===== config.mk =====
export PLATFORM = sky130hd
export DESIGN_NAME = rv32_boot_loader
export DESIGN_NICKNAME = d
export VERILOG_FILES = /design/src/rtl/rv32_boot_loader.sv
export SDC_FILE = /design/constraint.sdc
export NUM_CORES = 1
export LEC_CHECK = 0
export ABC_AREA = 1
export CORE_AREA = 4 4 100 102
export DETAILED_ROUTE_END_ITERATION = 10
export DIE_AREA = 0 0 104 106
export PLACE_DENSITY = 0.77
export SYNTH_ARGS = -nofsm -noshare
export SYNTH_HDL_FRONTEND = slang
export SYNTH_SLANG_ARGS = --single-unit

===== constraint.sdc =====
create_clock -name clk -period 2.32 [get_ports clk]
set_input_delay 0.464 -clock clk [delete_from_list [all_inputs] [get_ports clk]]
set_output_delay 0.464 -clock clk [all_outputs]
set_load 0.05 [all_outputs]

===== src/rtl/rv32_boot_loader.sv =====
// Framed byte-stream loader: assembles little-endian words into instruction memory
// and holds the core in reset until the whole image has loaded with a matching checksum.
module rv32_boot_loader #(
  parameter int unsigned IMEM_DEPTH_WORDS = 256,
  parameter int unsigned ADDR_W           = 8,
  parameter logic [7:0]  MAGIC            = 8'hA5
) (
  input  logic              clk,
  input  logic              reset_n,
  input  logic [7:0]        rx_data,
  input  logic              rx_valid,
  output logic              rx_ready,
  output logic              imem_we,
  output logic [ADDR_W-1:0] imem_addr,
  output logic [31:0]       imem_wdata,
  output logic              cpu_reset,
  output logic              busy,
  output logic              done,
  output logic              error
);

  localparam int unsigned LEN_W  = 16;
  localparam int unsigned WORD_W = 32;

  typedef enum logic [2:0] {
    S_IDLE,
    S_LEN_LO,
    S_LEN_HI,
    S_DATA,
    S_CHECK,
    S_RUN,
    S_ERR
  } state_t;

  state_t              state, state_nxt;
  logic [LEN_W-1:0]    len_q, len_nxt;
  logic [LEN_W-1:0]    len_full;
  logic [ADDR_W-1:0]   idx_q, idx_nxt;
  logic [1:0]          bcnt_q, bcnt_nxt;
  logic [23:0]         word_q, word_nxt;
  logic [7:0]          xsum_q, xsum_nxt;
  logic                we_q, we_nxt;
  logic [ADDR_W-1:0]   addr_q, addr_nxt;
  logic [WORD_W-1:0]   wdata_q, wdata_nxt;
  logic                accept;

  // Status outputs are pure decodes of the state register.
  assign rx_ready   = (state != S_RUN) && (state != S_ERR);
  assign busy       = rx_ready && (state != S_IDLE);
  assign done       = (state == S_RUN);
  assign error      = (state == S_ERR);
  assign cpu_reset  = (state != S_RUN);
  assign imem_we    = we_q;
  assign imem_addr  = addr_q;
  assign imem_wdata = wdata_q;

  assign accept = rx_valid && rx_ready;

  always_ff @(posedge clk or negedge reset_n) begin
    if (!reset_n) begin
      state   <= S_IDLE;
      len_q   <= '0;
      idx_q   <= '0;
      bcnt_q  <= '0;
      word_q  <= '0;
      xsum_q  <= '0;
      we_q    <= 1'b0;
      addr_q  <= '0;
      wdata_q <= '0;
    end else begin
      state   <= state_nxt;
      len_q   <= len_nxt;
      idx_q   <= idx_nxt;
      bcnt_q  <= bcnt_nxt;
      word_q  <= word_nxt;
      xsum_q  <= xsum_nxt;
      we_q    <= we_nxt;
      addr_q  <= addr_nxt;
      wdata_q <= wdata_nxt;
    end
  end

  always_comb begin
    state_nxt = state;
    len_nxt   = len_q;
    len_full  = {rx_data, len_q[7:0]};
    idx_nxt   = idx_q;
    bcnt_nxt  = bcnt_q;
    word_nxt  = word_q;
    xsum_nxt  = xsum_q;
    we_nxt    = 1'b0;
    addr_nxt  = addr_q;
    wdata_nxt = wdata_q;

    case (state)
      S_IDLE: begin
        if (accept && (rx_data == MAGIC)) begin
          state_nxt = S_LEN_LO;
          xsum_nxt  = '0;
          idx_nxt   = '0;
          bcnt_nxt  = '0;
        end
      end
      S_LEN_LO: begin
        if (accept) begin
          len_nxt   = {8'h00, rx_data};
          state_nxt = S_LEN_HI;
        end
      end
      S_LEN_HI: begin
        if (accept) begin
          len_nxt = len_full;
          if (len_full > LEN_W'(IMEM_DEPTH_WORDS)) begin
            state_nxt = S_ERR;
          end else if (len_full == '0) begin
            state_nxt = S_CHECK;
          end else begin
            state_nxt = S_DATA;
          end
        end
      end
      S_DATA: begin
        if (accept) begin
          xsum_nxt = xsum_q ^ rx_data;
          bcnt_nxt = bcnt_q + 2'd1;
          case (bcnt_q)
            2'd0: word_nxt[7:0]   = rx_data;
            2'd1: word_nxt[15:8]  = rx_data;
            2'd2: word_nxt[23:16] = rx_data;
            default: begin
              // Fourth byte completes the word; the write is issued next cycle.
              we_nxt    = 1'b1;
              addr_nxt  = idx_q;
              wdata_nxt = {rx_data, word_q};
              idx_nxt   = idx_q + ADDR_W'(1);
              if (LEN_W'(idx_q) == (len_q - LEN_W'(1))) begin
                state_nxt = S_CHECK;
              end
            end
          endcase
        end
      end
      S_CHECK: begin
        if (accept) begin
          state_nxt = (rx_data == xsum_q) ? S_RUN : S_ERR;
        end
      end
      S_RUN:   state_nxt = S_RUN;
      S_ERR:   state_nxt = S_ERR;
      default: state_nxt = S_IDLE;
    endcase
  end

endmodule


; ---- Word-level counts from Yosys, hierarchy flattened
; Cells that the tools add are included.
[totals]
register_bits = 102
out_inout_bits = 46
word_cells = 85
[classes]
n_addsub = 3
n_lt_le_gt_ge = 1
n_eq_ne = 20
n_mux = 26
bitwise = 3
reduce_logical = 20
[ops]
columns = op, n
row1 = $mux W16, 2
row2 = $mux W8, 4
row3 = $pmux W16 S2, 1
row4 = $pmux W8 S2, 2
row5 = $mux W3, 9
row6 = $pmux W3 S7, 1
row7 = $reduce_and A3 Y1, 7
row8 = $eq A8 B16 Y1, 1
row9 = $gt A16 B9 Y1 const B, 1
row10 = $logic_not A16 Y1, 1
row11 = $sub A16 B1 Y16 const B, 1
row12 = $ne A2 B2 Y1 const B, 7
row13 = $eq A3 B3 Y1 const B, 3
row14 = $add A8 B1 Y8 const B, 1
row15 = $eq A8 B8 Y1, 1
row16 = $eq A8 B8 Y1 const B, 1
row17 = $xor A8 B8 Y8, 1
row18 = $reduce_and A7 Y1, 1
row19 = $eq A3 B2 Y1 const B, 2
row20 = $mux W2, 3
row21 = $ne A3 B3 Y1 const B, 2
row22 = $logic_and A1 B1 Y1, 4
row23 = $pmux W2 S2, 1
row24 = $reduce_and A4 Y1, 1
row25 = 11 further kinds, 15

; ---- Depth between registers and ports, before layout
; Gate-level depths: netlist of run 1.
[depth]
depth_word = 6
ltp_mapped = 15
mapped_depth_nobuf = 15

; ---- Least setup slack after synthesis of run 1
; OpenSTA, ideal clock, no wires.
[synth_timing]
kind = register -> output
startpoint = reg state[2]
endpoint = out busy
t_arrival_ns = 2.635
t_required_ns = 1.856
setup_slack_ns = -0.779
path_stages_with_launch = 6
path_cell_list = dfrtp_1 inv_2 nor3_1 inv_1 nand2_1 nor2_1
[synth_between]
elab_chain_cells = 3
word_cells_on_any_way = 5
classes_between = eq/ne (2) / reduce/logical (3)
[synth_lines]
columns = item, line
row1 = from (decl), 35  ; state_t state, state_nxt;
row2 = from (signal assigned), 71  ; state <= state_nxt;
row3 = $ne A3 B3 Y1, n/a
row4 = net cpu_reset, 16  ; output logic cpu_reset,
row5 = $logic_and A1 B1 Y1, 48  ; assign rx_ready = (state != S_RUN) && (state != S_ERR);
row6 = $logic_and A1 B1 Y1, 49  ; assign busy = rx_ready && (state != S_IDLE);
row7 = to (decl), 17  ; output logic busy,
; The timed path passes the listed nets, and every way through them passes these cells.

; ---- Worst setup path in the final report of run 1
[layout_timing]
startpoint = reg state[1]
endpoint = out rx_ready
[layout_between]
elab_chain_cells = 2
word_cells_on_any_way = 3
classes_between = eq/ne (2) / reduce/logical (1)
[layout_lines]
columns = item, line
row1 = $ne A3 B3 Y1, 48
row2 = $logic_and A1 B1 Y1 *, 48
row3 = to (decl), 12  ; output logic rx_ready,
; Mark *: on every way between the ends. The rest lies on a longest branch, timed or not.

==> impl_metrics.py, run 1 <==
metrics = {
    "run_status": {
        "run_status": "finished, final reports clean",
    },
    "pwr": {
        "switching_share_pct": 45.1,
        "seq_power_share_pct": 40.4,
        "total_switching_power_mw": 3.09,
        "internal_power_mw": 3.77,
        "proportion_of_power_drawn_by_combinational_gates_pct": 43.8,
        "leak_pwr_nw": 2.94,
        "power_density_nw_per_um2": 1160,
        "peakVddDrop_v": 0.000617,
        "power_mw": 6.85,
        "power.share.clock_pct": 15.8,
    },
    "synth": {
        "synth_area_um2": 4910,
        "post_synth_inst_count": 604,
        "synth.ff_latch_count": 102,
        "synthDistinctLibCells": 35,
        "syn-num-nets": 622,
        "mean_instance_size_in_the_synthesized_netlist_um2": 8.13,
        "yosysSeqAreaShare_pct": 51.9,
        "yosys.area.top_type": "sky130_fd_sc_hd__dfrtp_1",
        "yosys_warnings": 0,
        "synth_largest_type_area_fraction_pct": 51.9,
        "ys_top_cells_by_area": "sky130_fd_sc_hd__dfrtp_1, sky130_fd_sc_hd__nand2_1, sky130_fd_sc_hd__o21ai_0",
    },
    "timing": {
        "actual_slew_at_the_worst_max_slew_pin_ns": 0.537,
        "final-max-slew-violation-count": 0,
        "clock.fmax_mhz": 470,
        "hold_viol_final": 0,
        "rsz_0062_raised_after_global_routing": "no",
        "max_slew_margin_pct": 63.9,
        "layout_worst_path_cycle_share_pct": 91.8,
        "setup_viol": 0,
        "timing.final.crit_period_ns": 2.13,
        "final.setup_skew_ns": 0.0103,
        "layout_setup_ws_ns": 0.191,
        "setup_tns_ns": 0,
        "worst_hold_check_slack_ns": 0.00520,
    },
    "clocking": {
        "cts_max_path_buffers": 2,
        "cts-hold-fix-buffers": 0,
        "clk_transition_reported_paths_ns": 0.10,
        "tritoncts": "yes",
        "cts.sinks": 102,
        "clk_root_buffer_cell": "sky130_fd_sc_hd__clkbuf_8",
        "cts-htree-levels": 3,
        "tritoncts.num_buffers": 9,
        "insertion_delay_ns": 0.37,
    },
    "final_layout": {
        "postLayoutCellArea_um2": 5910,
        "n_antenna_cell": 0,
        "fin_util_pct": 64.9,
        "finalNonFillerCells": 795,
        "syn2layout_area_growth_pct": 20.3,
        "nNetsFinal": 697,
        "final_layout_size_suffix_gt1_share_pct": 10.4,
    },
    "placed_design": {
        "detailed_place.area_um2": 5720,
        "io_buffer_count": 56,
        "pre_cts_slack_ns": 0.0527,
        "place_inst": 779,
        "detailed_placement_hpwl_um": 8710,
        "globalplace.congestion": 0.881,
    },
    "floorplanning": {
        "rows": 35,
        "die_area_um2": 11000,
        "die-height_um": 106,
        "die_x_um": 104,
        "core_region_area_um2": 9110,
        "initial_core_util_pct": 53.9,
        "io_pins": 57,
    },
    "setup_path": {
        "timing.setup.critical_path_class": "flip-flop to output pin",
        "cp-start-kind": "flip-flop",
        "worst-endpoint-required_ns": 1.86,
        "cp.arrival_ns": 1.67,
        "critical_path_sink_type": "output pin",
        "crit_fanout": 6,
    },
    "detailed_routing": {
        "drc": 0,
        "met3_wirelength_um": 564,
        "vias": 4237,
        "drt_first_iter_violations": 231,
        "topRoutingLayerUsed": "met4",
        "wl_met2_um": 5650,
        "post_drt_via_cell_ratio": 5.33,
        "routed_wl_um": 11400,
        "dr_wl_cell_um": 14.4,
        "firstDrtPassIters": 4,
        "detail-route-antenna-nets": 0,
        "routedLengthMet1_um": 5050,
    },
    "global_route": {
        "globalRoute.totalOverflow": 0,
        "grt_start_max_net_pins": 57,
        "number_of_antenna_violations_at_the_first_check_in_global_routing": 0,
        "grt_pass1_wl_um": 19400,
        "vias_in_the_first_global_route": 4075,
        "track_usage_pct": 21.6,
    },
    "job": {
        "number_of_maximum_capacitance_constraint_violations": 0,
    },
    "hold_path": {
        "hold_path.class": "input port to asynchronous set/reset pin",
    },
}
==> flip-flops by register name, indices dropped and copies added, names as in the netlist <==
register    cells
xsum_q          8
state           3
bcnt_q          2
imem_addr       8
word_q         24
len_q          16
imem_wdata     32
idx_q           8
imem_we         1
==> final timing paths <==
path | cells past startpoint | slack, ns | end | startpoint
worst max-delay path | 6 | 0.19 | rx_ready | state[1]$_DFFE_PN0P_
worst min-delay path | 1 | 0.005 | imem_we$_DFF_PN0_ | reset_n
worst max register to register | 15 | 0.21 | state[0]$_DFFE_PN0P_ | len_q[0]$_DFFE_PN0P_
worst min register to register | 2 | 0.48 | imem_wdata[21]$_DFFE_PN0P_ | word_q[21]$_DFFE_PN0P_
max in group asynchronous | 2 | 1.63 | len_q[8]$_DFFE_PN0P_ | reset_n
min in group clk | 2 | 0.48 | imem_wdata[21]$_DFFE_PN0P_ | word_q[21]$_DFFE_PN0P_
==> cell families (layout without fill, tap and decap cells) <==
logic type,after synthesis,after routing,synth area share (%)
flip-flops,102,102,51.9
AO/OA/AOI/OAI,87,87,9.09
XOR/XNOR,15,15,2.67
adder cells (fa/ha/maj),7,7,1.78
buffers and inverters,72,152,6.44
AND/OR/NAND/NOR,321,321,28.1
==> cells in the final DEF (no fill, tap or decap), types with 2 or more instances in the layout <==
cell type / netlist / routed
sky130_fd_sc_hd__a21oi_1: 4 / 4
sky130_fd_sc_hd__buf_12: 0 / 3
sky130_fd_sc_hd__buf_4: 4 / 26
sky130_fd_sc_hd__clkbuf_8: 0 / 9
sky130_fd_sc_hd__clkdlybuf4s50_1: 0 / 50
sky130_fd_sc_hd__dfrtp_1: 102 / 102
sky130_fd_sc_hd__ha_1: 7 / 7
sky130_fd_sc_hd__inv_1: 51 / 51
sky130_fd_sc_hd__inv_2: 4 / 4
sky130_fd_sc_hd__inv_6: 0 / 2
sky130_fd_sc_hd__inv_8: 0 / 3
sky130_fd_sc_hd__nand2_1: 199 / 199
sky130_fd_sc_hd__nand2_2: 4 / 4
sky130_fd_sc_hd__nand3_1: 45 / 45
sky130_fd_sc_hd__nand3_2: 2 / 2
sky130_fd_sc_hd__nand4_1: 4 / 4
sky130_fd_sc_hd__nor2_1: 50 / 49
sky130_fd_sc_hd__nor2_2: 4 / 5
sky130_fd_sc_hd__nor2_4: 4 / 4
sky130_fd_sc_hd__nor3_4: 1 / 2
sky130_fd_sc_hd__o21ai_0: 78 / 78
sky130_fd_sc_hd__or2_2: 2 / 2
sky130_fd_sc_hd__xnor2_1: 3 / 3
sky130_fd_sc_hd__xor2_1: 12 / 12
==> cell usage after synthesis, drive strengths merged <==
cell,count
nand2,203
dfrtp,102
o21ai,79
nor2,59
inv,56
nand3,47
xor2,12
buf,11
ha,7
a21oi,5
clkbuf,4
nand4,4
nor3,3
or2,3
xnor2,3
clkinv,1
nor3b,1
nor4,1
o211ai,1
o21a,1
o31ai,1
==> cell type report <==
cell class	count	area, um^2
Clock buffer	9	124
Clock inverter	7	65.1
Fill cell	758	3200
Inverter	57	216
Multi-Input combinational cell	430	2060
Sequential cell	102	2550
Tap cell	111	139
Timing Repair Buffer	79	756
==> power by group through the flow <==
stage / Clock, mW / Sequential, mW / Combinational [mW]
final: 1.08 / 2.77 / 3.00
after global routing: 1.18 / 2.84 / 3.34
after CTS: 1.11 / 2.76 / 3.01
after detailed placement: 0 / 2.80 / 2.99
after global placement: 0 / 2.77 / 2.91
after floorplan: 0 / 3.21 / 1.62
==> critical path: stages, from the launching register on <==
cell and delay [ns]:
sky130_fd_sc_hd__dfrtp_1 0.48, sky130_fd_sc_hd__nor2_1 0.10, sky130_fd_sc_hd__inv_1 0.08, sky130_fd_sc_hd__nand2_1 0.08
sky130_fd_sc_hd__nor2_1 0.17, sky130_fd_sc_hd__inv_1 0.19, sky130_fd_sc_hd__buf_12 0.20
==> metal layers <==
layer / global-route usage, % / up-vias
li1: - / 2069
met1: 28.1 / 2010
met2: 37.0 / 141
met3: 3.58 / 17
met4: 7.03 / 0
met5: 0 / -
==> repair_timing <==
action,in CTS,in global routing
setup endpoints to repair,0,2
gates resized for setup,0,1
hold endpoints to repair,0,0
buffers inserted,0,0
Note: power is estimated with default switching activity, not from simulation.
==> run 2: changes to the inputs <==
--- a/config.mk
+++ b/config.mk
@@ -9,7 +9,9 @@
 export CORE_AREA = 4 4 100 102
 export DETAILED_ROUTE_END_ITERATION = 10
 export DIE_AREA = 0 0 104 106
+export GPL_ROUTABILITY_DRIVEN = 0
 export PLACE_DENSITY = 0.77
+export SLEW_MARGIN = 20
 export SYNTH_ARGS = -nofsm -noshare
 export SYNTH_HDL_FRONTEND = slang
 export SYNTH_SLANG_ARGS = --single-unit
==> impl_metrics.py, run 2 (synthesis results as in run 1) <==
metrics = {
    "run_status": {
        "run_status": "finished, final reports clean",
    },
    "timing": {
        "setup_viol": 0,
        "layout_worst_path_cycle_share_pct": 92.8,
        "max_slew_margin_pct": 65.8,
        "rsz_0062_raised_after_global_routing": "no",
        "setup_tns_ns": 0,
        "hold_viol_final": 0,
        "actual_slew_at_the_worst_max_slew_pin_ns": 0.511,
        "clock.fmax_mhz": 465,
        "final.setup_skew_ns": 0.00749,
        "final-max-slew-violation-count": 0,
        "timing.final.crit_period_ns": 2.15,
    },
    "floorplanning": {
        "initial_core_util_pct": 53.9,
        "die-height_um": 106,
        "io_pins": 57,
        "rows": 35,
        "die_x_um": 104,
        "core_region_area_um2": 9110,
        "die_area_um2": 11000,
    },
    "detailed_routing": {
        "vias": 4236,
        "detail-route-antenna-nets": 0,
        "post_drt_via_cell_ratio": 5.31,
        "routed_wl_um": 11600,
        "drt_first_iter_violations": 281,
        "dr_wl_cell_um": 14.6,
        "firstDrtPassIters": 5,
        "drc": 0,
    },
    "final_layout": {
        "n_antenna_cell": 0,
        "layout.cells.most_common": "sky130_fd_sc_hd__nand2_1",
        "n_fill_cell": 776,
        "finalNonFillerCells": 797,
        "syn2layout_area_growth_pct": 20.6,
        "final_layout_size_suffix_gt1_share_pct": 10.5,
        "register_area_um2": 2550,
        "nNetsFinal": 699,
        "multi_input_area_um2": 2060,
        "commonest_non_fill_non_tap_cells_in_the_layout": "sky130_fd_sc_hd__nand2_1, sky130_fd_sc_hd__dfrtp_1, sky130_fd_sc_hd__o21ai_0",
        "largest_register_ffs": 32,
    },
    "global_route": {
        "vias_in_the_first_global_route": 4162,
        "globalRoute.totalOverflow": 0,
        "grt_pass1_wl_um": 20100,
        "track_usage_pct": 22.3,
        "number_of_antenna_violations_at_the_first_check_in_global_routing": 0,
        "grt_start_max_net_pins": 57,
    },
    "pwr": {
        "power_density_nw_per_um2": 1160,
        "total_switching_power_mw": 3.08,
        "switching_share_pct": 44.9,
        "power.share.clock_pct": 15.7,
        "internal_power_mw": 3.78,
        "proportion_of_power_drawn_by_combinational_gates_pct": 43.9,
        "seq_power_share_pct": 40.4,
        "leak_pwr_nw": 2.94,
        "peakVddDrop_v": 0.000673,
    },
    "clocking": {
        "insertion_delay_ns": 0.37,
        "tritoncts": "yes",
        "clk_transition_reported_paths_ns": 0.10,
        "cts-resized-gates": 0,
        "clk_root_buffer_cell": "sky130_fd_sc_hd__clkbuf_8",
        "tritoncts.num_buffers": 9,
        "post_cts_buffers": 0,
        "cts-hold-fix-buffers": 0,
        "cts.sinks": 102,
        "cts_max_path_buffers": 2,
        "cts-htree-levels": 3,
    },
    "placed_design": {
        "detailed_placement_hpwl_um": 8760,
        "io_buffer_count": 56,
        "place_inst": 781,
    },
    "setup_path": {
        "cp.arrival_ns": 1.69,
        "crit_fanout": 6,
        "timing.setup.critical_path_class": "flip-flop to output pin",
        "critical_path_sink_type": "output pin",
        "cp-start-kind": "flip-flop",
        "worst-endpoint-required_ns": 1.86,
        "r2r_cells": 15,
        "r2r_setup_slk_ns": 0.24,
    },
    "hold_path": {
        "hold_path.class": "input port to asynchronous set/reset pin",
    },
    "job": {
        "number_of_maximum_capacitance_constraint_violations": 0,
    },
}
run 2: cell types whose count changed in the layout (fill, tap and decap cells not counted), sizes merged:
cell | previous run | this run
buf | 29 | 31
clkbuf | 9 | 10
clkinv | 3 | 1
clkinvlp | 0 | 3
inv | 61 | 59
run 2: path summary, 6_finish.rpt:
check,startpoint,end
max,state[1]$_DFFE_PN0P_,rx_ready
min,reset_n,imem_we$_DFF_PN0_
max reg2reg,len_q[0]$_DFFE_PN0P_,state[1]$_DFFE_PN0P_
min reg2reg,word_q[12]$_DFFE_PN0P_,imem_wdata[12]$_DFFE_PN0P_
max in group asynchronous,reset_n,imem_wdata[18]$_DFFE_PN0P_
min in group clk,word_q[12]$_DFFE_PN0P_,imem_wdata[12]$_DFFE_PN0P_
run 2: layout make-up:
type                            count  share of cell area, %
Multi-Input combinational cell    430                   34.7
Sequential cell                   102                   43.1
Timing Repair Buffer               81                   13.0
Clock inverter                      6                  0.866
Tap cell                          111                   2.34
Inverter                           57                   3.65
Clock buffer                       10                   2.32
run 2: power by group through the flow:
stage / registers (mW) / clock network, mW / logic [mW]
after floorplan: 3.21 / 0 / 1.62
after global placement: 2.78 / 0 / 2.91
after global routing: 2.84 / 1.17 / 3.36
after detailed placement: 2.80 / 0 / 3.00
after CTS: 2.77 / 1.10 / 3.02
final: 2.77 / 1.08 / 3.01
run 2: routing by layer:
| metal | routed length (um) | GRT usage, % | vias to the layer above |
|---|---|---|---|
| met3 | 638 | 3.34 | 19 |
| li1 | - | - | 2075 |
| met2 | 5630 | 37.3 | 145 |
| met1 | 5090 | 29.3 | 1997 |
| met4 | 267 | 9.21 | 0 |
| met5 | 0 | 0 | - |
run 2: through the flow:
step                      setup slack, ns  hold slack, ns  total power, mW  util [%]  cell area (um^2)
after floorplan                    0.0644           0.168             4.84         -              4920
after global placement              0.107           0.451             5.69      63.0              5730
after detailed placement          0.00704           0.454             5.80      63.0              5730
after CTS                           0.146          0.0465             6.88      65.0              5920
after global routing               0.0534          0.0695             7.38      65.0              5920
final                               0.167          0.0359             6.87      65.0              5920
run 2: worst max-delay path, cell delays in order, from the launching register on:
cell and delay [ns]:
sky130_fd_sc_hd__dfrtp_1 0.49, sky130_fd_sc_hd__nor2_1 0.10, sky130_fd_sc_hd__inv_1 0.07, sky130_fd_sc_hd__nand2_1 0.08
sky130_fd_sc_hd__nor2_1 0.19, sky130_fd_sc_hd__inv_1 0.19, sky130_fd_sc_hd__buf_12 0.20
